File: config.mk
export PLATFORM = sky130hd
export DESIGN_NAME = input_conditioner
export DESIGN_NICKNAME = d
export VERILOG_FILES = /design/src/rtl/input_conditioner_pkg.sv /design/src/rtl/input_conditioner_ch.sv /design/src/rtl/input_conditioner.sv
export SDC_FILE = /design/constraint.sdc
export NUM_CORES = 1
export LEC_CHECK = 0
export ABC_AREA = 1
export ABC_CLOCK_PERIOD_IN_PS = 2040
export CORE_AREA = 2 2 86 96
export CTS_CLUSTER_SIZE = 8
export DETAILED_ROUTE_END_ITERATION = 16
export DIE_AREA = 0 0 88 98
export GPL_TIMING_DRIVEN = 0
export PLACE_DENSITY = 0.89
export SETUP_SLACK_MARGIN = 0.4
export SYNTH_ARGS = -nofsm -noshare
export SYNTH_HDL_FRONTEND = slang
export SYNTH_SLANG_ARGS = --single-unit
File: constraint.sdc
create_clock -name clk -period 2.04 [get_ports clk]
set_input_delay 0.204 -clock clk [delete_from_list [all_inputs] [get_ports clk]]
set_output_delay 0.204 -clock clk [all_outputs]
set_load 0.05 [all_outputs]
File: src/rtl/input_conditioner_pkg.sv
// Shared types and default parameters for the push-button input conditioner.
package input_conditioner_pkg;

  typedef enum logic [2:0] {
    RELEASED,
    PRESS_PEND,
    HELD,
    LONG_HELD,
    RELEASE_PEND
  } ic_state_e;

  localparam int DEF_NUM_INPUTS        = 2;
  localparam int DEF_DEBOUNCE_CYCLES   = 1000;
  localparam int DEF_LONG_PRESS_CYCLES = 50000;
  localparam int DEF_REPEAT_CYCLES     = 0;

  // Bits needed to hold 0..max_val; never narrower than one bit.
  function automatic int cnt_width(input int max_val);
    return (max_val < 1) ? 1 : $clog2(max_val + 1);
  endfunction

endpackage

File: src/rtl/input_conditioner_ch.sv
// One push-button channel: synchroniser, debounce FSM, long-press and auto-repeat timing.
module input_conditioner_ch
  import input_conditioner_pkg::*;
#(
  parameter int   DEBOUNCE_CYCLES   = DEF_DEBOUNCE_CYCLES,
  parameter int   LONG_PRESS_CYCLES = DEF_LONG_PRESS_CYCLES,
  parameter int   REPEAT_CYCLES     = DEF_REPEAT_CYCLES,
  parameter logic INVERT            = 1'b0
) (
  input  logic clk,
  input  logic rst_n,
  input  logic btn_raw,
  input  logic evt_clear,
  output logic level,
  output logic press_pulse,
  output logic release_pulse,
  output logic long_pulse,
  output logic repeat_pulse,
  output logic evt_pending
);

  localparam int DB_W   = cnt_width(DEBOUNCE_CYCLES);
  localparam int HOLD_W = cnt_width(LONG_PRESS_CYCLES);
  localparam int RPT_W  = cnt_width(REPEAT_CYCLES);

  localparam logic [DB_W-1:0]   DB_DONE   = DB_W'(DEBOUNCE_CYCLES);
  localparam logic [HOLD_W-1:0] HOLD_DONE = HOLD_W'(LONG_PRESS_CYCLES);
  localparam logic [RPT_W-1:0]  RPT_DONE  = RPT_W'(REPEAT_CYCLES);

  ic_state_e         state;
  logic [1:0]        sync_q;
  logic [DB_W-1:0]   db_cnt;
  logic [HOLD_W-1:0] hold_cnt;
  logic [RPT_W-1:0]  rpt_cnt;
  logic              was_long;

  logic              norm;
  logic [DB_W-1:0]   db_inc;
  logic [HOLD_W-1:0] hold_inc;
  logic [RPT_W-1:0]  rpt_inc;
  logic              db_done;
  logic              press_now;

  assign norm      = sync_q[1] ^ INVERT;
  assign db_inc    = db_cnt + DB_W'(1);
  assign db_done   = (db_inc == DB_DONE);
  assign hold_inc  = (hold_cnt == '1) ? hold_cnt : hold_cnt + HOLD_W'(1);
  assign rpt_inc   = rpt_cnt + RPT_W'(1);
  assign press_now = ((state == RELEASED) || (state == PRESS_PEND)) && norm && db_done;

  // Synchroniser resets to the idle level so an inactive button reads as released.
  always_ff @(posedge clk or negedge rst_n) begin
    if (!rst_n) begin
      sync_q <= {INVERT, INVERT};
    end else begin
      // NOTE: non-blocking assignments make each flop sample the previous stage's old value.
      sync_q <= {sync_q[0], btn_raw};
    end
  end

  always_ff @(posedge clk or negedge rst_n) begin
    if (!rst_n) begin
      state         <= RELEASED;
      db_cnt        <= '0;
      hold_cnt      <= '0;
      rpt_cnt       <= '0;
      was_long      <= 1'b0;
      level         <= 1'b0;
      press_pulse   <= 1'b0;
      release_pulse <= 1'b0;
      long_pulse    <= 1'b0;
      repeat_pulse  <= 1'b0;
      evt_pending   <= 1'b0;
    end else begin
      press_pulse   <= 1'b0;
      release_pulse <= 1'b0;
      long_pulse    <= 1'b0;
      repeat_pulse  <= 1'b0;

      // A press still visible on press_pulse outranks a clear issued in the same cycle.
      if (press_now || press_pulse) evt_pending <= 1'b1;
      else if (evt_clear)           evt_pending <= 1'b0;

      case (state)
        RELEASED, PRESS_PEND: begin
          if (!norm) begin
            state  <= RELEASED;
            db_cnt <= '0;
          end else if (db_done) begin
            state       <= HELD;
            db_cnt      <= '0;
            hold_cnt    <= '0;
            rpt_cnt     <= '0;
            level       <= 1'b1;
            press_pulse <= 1'b1;
          end else begin
            state  <= PRESS_PEND;
            db_cnt <= db_inc;
          end
        end

        HELD, LONG_HELD: begin
          if (!norm) begin
            was_long <= (state == LONG_HELD);
            if (db_done) begin
              state         <= RELEASED;
              db_cnt        <= '0;
              level         <= 1'b0;
              release_pulse <= 1'b1;
            end else begin
              state  <= RELEASE_PEND;
              db_cnt <= db_inc;
            end
          end else begin
            hold_cnt <= hold_inc;
            if (state == HELD) begin
              if (hold_inc == HOLD_DONE) begin
                state      <= LONG_HELD;
                rpt_cnt    <= '0;
                long_pulse <= 1'b1;
              end
            end else if (REPEAT_CYCLES > 0) begin
              if (rpt_inc == RPT_DONE) begin
                rpt_cnt      <= '0;
                repeat_pulse <= 1'b1;
              end else begin
                rpt_cnt <= rpt_inc;
              end
            end
          end
        end

        RELEASE_PEND: begin
          // Hold and repeat counters stay frozen here and resume on return.
          if (norm) begin
            state  <= was_long ? LONG_HELD : HELD;
            db_cnt <= '0;
          end else if (db_done) begin
            state         <= RELEASED;
            db_cnt        <= '0;
            level         <= 1'b0;
            release_pulse <= 1'b1;
          end else begin
            db_cnt <= db_inc;
          end
        end

        default: begin
          state  <= RELEASED;
          db_cnt <= '0;
          level  <= 1'b0;
        end
      endcase
    end
  end

endmodule

File: src/rtl/input_conditioner.sv
// Multi-channel push-button conditioner: one independent channel per button input.
module input_conditioner
  import input_conditioner_pkg::*;
#(
  parameter int                    NUM_INPUTS        = DEF_NUM_INPUTS,
  parameter int                    DEBOUNCE_CYCLES   = DEF_DEBOUNCE_CYCLES,
  parameter int                    LONG_PRESS_CYCLES = DEF_LONG_PRESS_CYCLES,
  parameter int                    REPEAT_CYCLES     = DEF_REPEAT_CYCLES,
  parameter logic [NUM_INPUTS-1:0] INVERT_MASK       = '0
) (
  input  logic                  clk,
  input  logic                  rst_n,
  input  logic [NUM_INPUTS-1:0] btn_raw,
  input  logic [NUM_INPUTS-1:0] evt_clear,
  output logic [NUM_INPUTS-1:0] level,
  output logic [NUM_INPUTS-1:0] press_pulse,
  output logic [NUM_INPUTS-1:0] release_pulse,
  output logic [NUM_INPUTS-1:0] long_pulse,
  output logic [NUM_INPUTS-1:0] repeat_pulse,
  output logic [NUM_INPUTS-1:0] evt_pending
);

  for (genvar i = 0; i < NUM_INPUTS; i++) begin : g_ch
    input_conditioner_ch #(
      .DEBOUNCE_CYCLES  (DEBOUNCE_CYCLES),
      .LONG_PRESS_CYCLES(LONG_PRESS_CYCLES),
      .REPEAT_CYCLES    (REPEAT_CYCLES),
      .INVERT           (INVERT_MASK[i])
    ) u_ch (
      .clk          (clk),
      .rst_n        (rst_n),
      .btn_raw      (btn_raw[i]),
      .evt_clear    (evt_clear[i]),
      .level        (level[i]),
      .press_pulse  (press_pulse[i]),
      .release_pulse(release_pulse[i]),
      .long_pulse   (long_pulse[i]),
      .repeat_pulse (repeat_pulse[i]),
      .evt_pending  (evt_pending[i])
    );
  end

endmodule

==> key figures <==
Clock network
  • Worst skew pair latency: 380 ps
  • CTS tree: yes
  • Clk root buf: clkbuf_8
  • Max Root-Sink Buffers: 2
  • Clk sinks: 74
  • H-tree Lvls: 3
  • Num CTS Buffers: 9
  • Worst-path clk slew: 100 ps

Detailed routing
  • DR WL/cell: 25.4 um
  • Final WL: 21900 um
  • Initial DRT Pass Iterations: 13
  • Post-DRT Antenna Nets: 0
  • Vias per cell: 7.08
  • Initial DRC Count: 1017
  • Met3 WL: 2960 um
  • Metal2 WL: 9520 um
  • Remaining DRCs: 0
  • Via count: 6099
  • Top layer in use: met4
  • Met1 Wirelength: 6780 um

Global route
  • Vias in the first global route: 5219
  • Largest net degree at the start of global routing: 39
  • GRT Residual Overflow: 0
  • GRT Util Overall: 0.370
  • Initial antenna violation count: 1
  • First-pass GRT wire length: 24700 um

Synth
  • Seq/Total Area, Yosys: 0.398
  • Netlist area before placement: 4660 sq um
  • Netlist cell types: 39
  • Mean Syn Cell Area: 7.30 sq um
  • Synth warnings: 0
  • #FFs+latches synth: 74
  • Cell count after synthesis: 638

Critical path
  • Crit path cell chain: nand2_1 > inv_1 > nand2_1 > nor2_4 > nand3_1 > nand2_1 > nand2_1 > nor2_2 > nand2_1 > nor3_2 > nand3_1 > nand2_1 > nand2_1 > nand2_1
  • Slowest cell on crit path: dfrtp_1
  • Kind of critical path: reg2reg
  • CP endpoint kind: flip-flop
  • Kind of start point of the critical path: flip-flop
  • WP data arrival: 3010 ps
  • Crit path top cell by count: nand2_1
  • Crit Path Max Fanout: 3
  • CP required: 2330 ps
  • Max incr delay on CP: 560 ps

STA
  • RSZ-0062 raised after global routing: true
  • Total negative slack: -6960 ps
  • Hold WS: 261 ps
  • Clk_skew: 17.4 ps
  • Relative slew margins: 0.598
  • Max frequency: 369 MHz
  • Slew Limit Fails: 0
  • Post-route minimum period: 2710 ps
  • Final Cycle Share: 1.33
  • # setup viols final: 53
  • Final Hold Vio Count: 0
  • Actual slew at the worst max-slew pin: 597 ps
  • Final WS setup: -674 ps

Pwr
  • Peak supply drop: 0.462 mV
  • PwrDens: 460 nW/um^2
  • Total power draw: 3.12 mW
  • Leakage power: 3.06 nW

Run
  • Max_cap viols: 0

Min path
  • Worst min path class: in2reg

Place
  • Cells after DPL: 763
  • Port bufs: 15
  • DP Wirelength: 7880 um
  • Global placer's final weighted congestion: 0.930
  • Dpl ws: -87.0 ps

Floorplan
  • Starting density of the core: 0.605
  • Die X: 88 um
  • Die height: 98 um
  • Cell Rows: 34
  • Core Area: 7700 sq um
  • Die area: 8620 sq um
  • I/O pins: 18

Cells and area
  • Fillers: 314
  • Area delta synth->final: 45.7%
  • Fin cells: 862
  • Layout cells sized above 1: 0.413
  • Nets: 760

Status
  • Status: finished, violations left
  • Failing checks: negative setup slack
==> power by group <==
group / total, mW / switching [mW] / internal (mW) / leakage [nW]
combinational: 0.249 / 0.136 / 0.113 / 1.96
sequential: 1.56 / 0.0577 / 1.50 / 1.00
clock: 1.31 / 0.637 / 0.676 / 0.101
==> worst max-delay path, delay by kind of cell (launching register included) <==
| family | cells | cell delay [ps] |
|---|---|---|
| buffers and inverters | 1 | 150 |
| AND/OR/NAND/NOR | 13 | 1900 |
| flip-flops | 1 | 560 |
==> cell families (layout without fill, tap and decap cells) <==
kind of cell             after synthesis  after routing  synth area share
AO/OA/AOI/OAI                         75             75            0.0962
XOR/XNOR                              18             18            0.0339
adder cells (fa/ha/maj)                4              4            0.0107
buffers and inverters                102            216             0.103
flip-flops                            74             74             0.398
other                                  1              3          0.000805
AND/OR/NAND/NOR                      364            364             0.358
==> sequential cells by signal (all words and copies together) (netlist names) <==
signal,flops
g_ch.u_ch.release_pulse,2
g_ch.u_ch.sync_q,4
g_ch.u_ch.db_cnt,20
g_ch.u_ch.level,2
g_ch.u_ch.was_long,2
g_ch.u_ch.hold_cnt,32
g_ch.u_ch.press_pulse,2
g_ch.u_ch.evt_pending,2
g_ch.u_ch.long_pulse,2
g_ch.u_ch.state,6
==> cell usage in the layout (no fill, tap or decap), drive strengths merged, types with 4 or more instances in the layout <==
| cell type | n |
|---|---|
| nand3 | 76 |
| inv | 80 |
| clkdlybuf4s50 | 4 |
| nand3b | 4 |
| xor2 | 16 |
| dfrtp | 74 |
| nand4 | 20 |
| nand2 | 169 |
| nor2 | 83 |
| a21oi | 6 |
| ha | 4 |
| o21ai | 53 |
| o22ai | 6 |
| dlygate4sd2 | 10 |
| nor3 | 11 |
| clkbuf | 14 |
| o31ai | 5 |
| buf | 101 |
==> metal layers <==
layer | vias up | track usage
met5 | - | 0
met4 | 0 | 0.253
met3 | 308 | 0.0735
met2 | 725 | 0.601
met1 | 2773 | 0.433
li1 | 2293 | -
==> area by class of cell <==
type | count | area [sq um] | area share
Antenna cell | 1 | 2.50 | 0.000369
Tap cell | 108 | 135 | 0.0199
Timing Repair Buffer | 100 | 941 | 0.139
Clock buffer | 9 | 124 | 0.0183
Buffer | 21 | 209 | 0.0308
Inverter | 81 | 330 | 0.0487
Sequential cell | 74 | 1860 | 0.275
Clock inverter | 5 | 81.3 | 0.0120
Multi-Input combinational cell | 463 | 3100 | 0.457
==> through the flow <==
step           instance area [sq um]   util
2_1_floorplan                   4810      -
3_3_place_gp                    5090  0.662
4_1_cts                         6080  0.790
5_1_grt                         6790  0.881
6_report                        6790  0.881
3_5_place_dp                    5110  0.664
==> Yosys cell counts <==
library cell	n	share of area
buf_4	13	0.021
conb_1	1	0.00081
ha_1	4	0.011
inv_1	77	0.062
nor2_2	7	0.0094
o21bai_1	2	0.0032
a21boi_0	1	0.0016
buf_12	2	0.0086
nor3_1	9	0.0097
nand2_4	1	0.0024
nand2_8	1	0.0043
xnor2_1	2	0.0038
o21ai_1	4	0.0043
nand3_2	8	0.017
nand2_2	1	0.0013
buf_2	1	0.0011
nor2_4	2	0.0048
o21ai_0	40	0.043
nand2_1	166	0.13
inv_2	4	0.0032
o21ai_2	9	0.017
dfrtp_1	74	0.40
a21oi_1	6	0.0064
a22o_1	1	0.0019
o31ai_2	1	0.0027
nand4_2	1	0.0027
nor3_2	1	0.0021
a211oi_1	1	0.0016
nor2_1	74	0.060
xor2_1	16	0.030
nor3b_1	1	0.0016
clkbuf_1	3	0.0024
o22ai_1	6	0.0081
o31ai_1	4	0.0064
nand3b_1	4	0.0064
nand3_1	68	0.073
buf_6	2	0.0048
nand4_1	19	0.026
nor3_4	1	0.0035
==> path summary, 6_finish.rpt <==
| check | start | to | slack, ps | depth (start not counted) |
|---|---|---|---|---|
| worst max-delay path | g_ch[1].u_ch.hold_cnt[6]$_DFFE_PN0P_ | g_ch[1].u_ch.state[0]$_DFFE_PN0P_ | -670 | 14 |
| worst min-delay path | btn_raw[0] | g_ch[0].u_ch.sync_q[0]$_DFF_PN0_ | 260 | 1 |
| worst max register to register | g_ch[1].u_ch.hold_cnt[6]$_DFFE_PN0P_ | g_ch[1].u_ch.state[0]$_DFFE_PN0P_ | -670 | 14 |
| worst min register to register | g_ch[0].u_ch.sync_q[0]$_DFF_PN0_ | g_ch[0].u_ch.sync_q[1]$_DFF_PN0_ | 370 | 0 |
| max in group asynchronous | rst_n | g_ch[1].u_ch.sync_q[1]$_DFF_PN0_ | 1080 | 3 |
| min in group asynchronous | rst_n | g_ch[0].u_ch.hold_cnt[12]$_DFFE_PN0P_ | 340 | 2 |
==> what timing repair did <==
item / in CTS / in global routing
hold buffers: 1 / 0
resized for setup: 96 / 124
endpoints found under the hold margin: 36 / 0
cloned: 3 / 1
setup buffers: 50 / 29
setup endpoints to repair: 79 / 69
pin swaps: 28 / 38
Power figures use the tool's default switching activity.
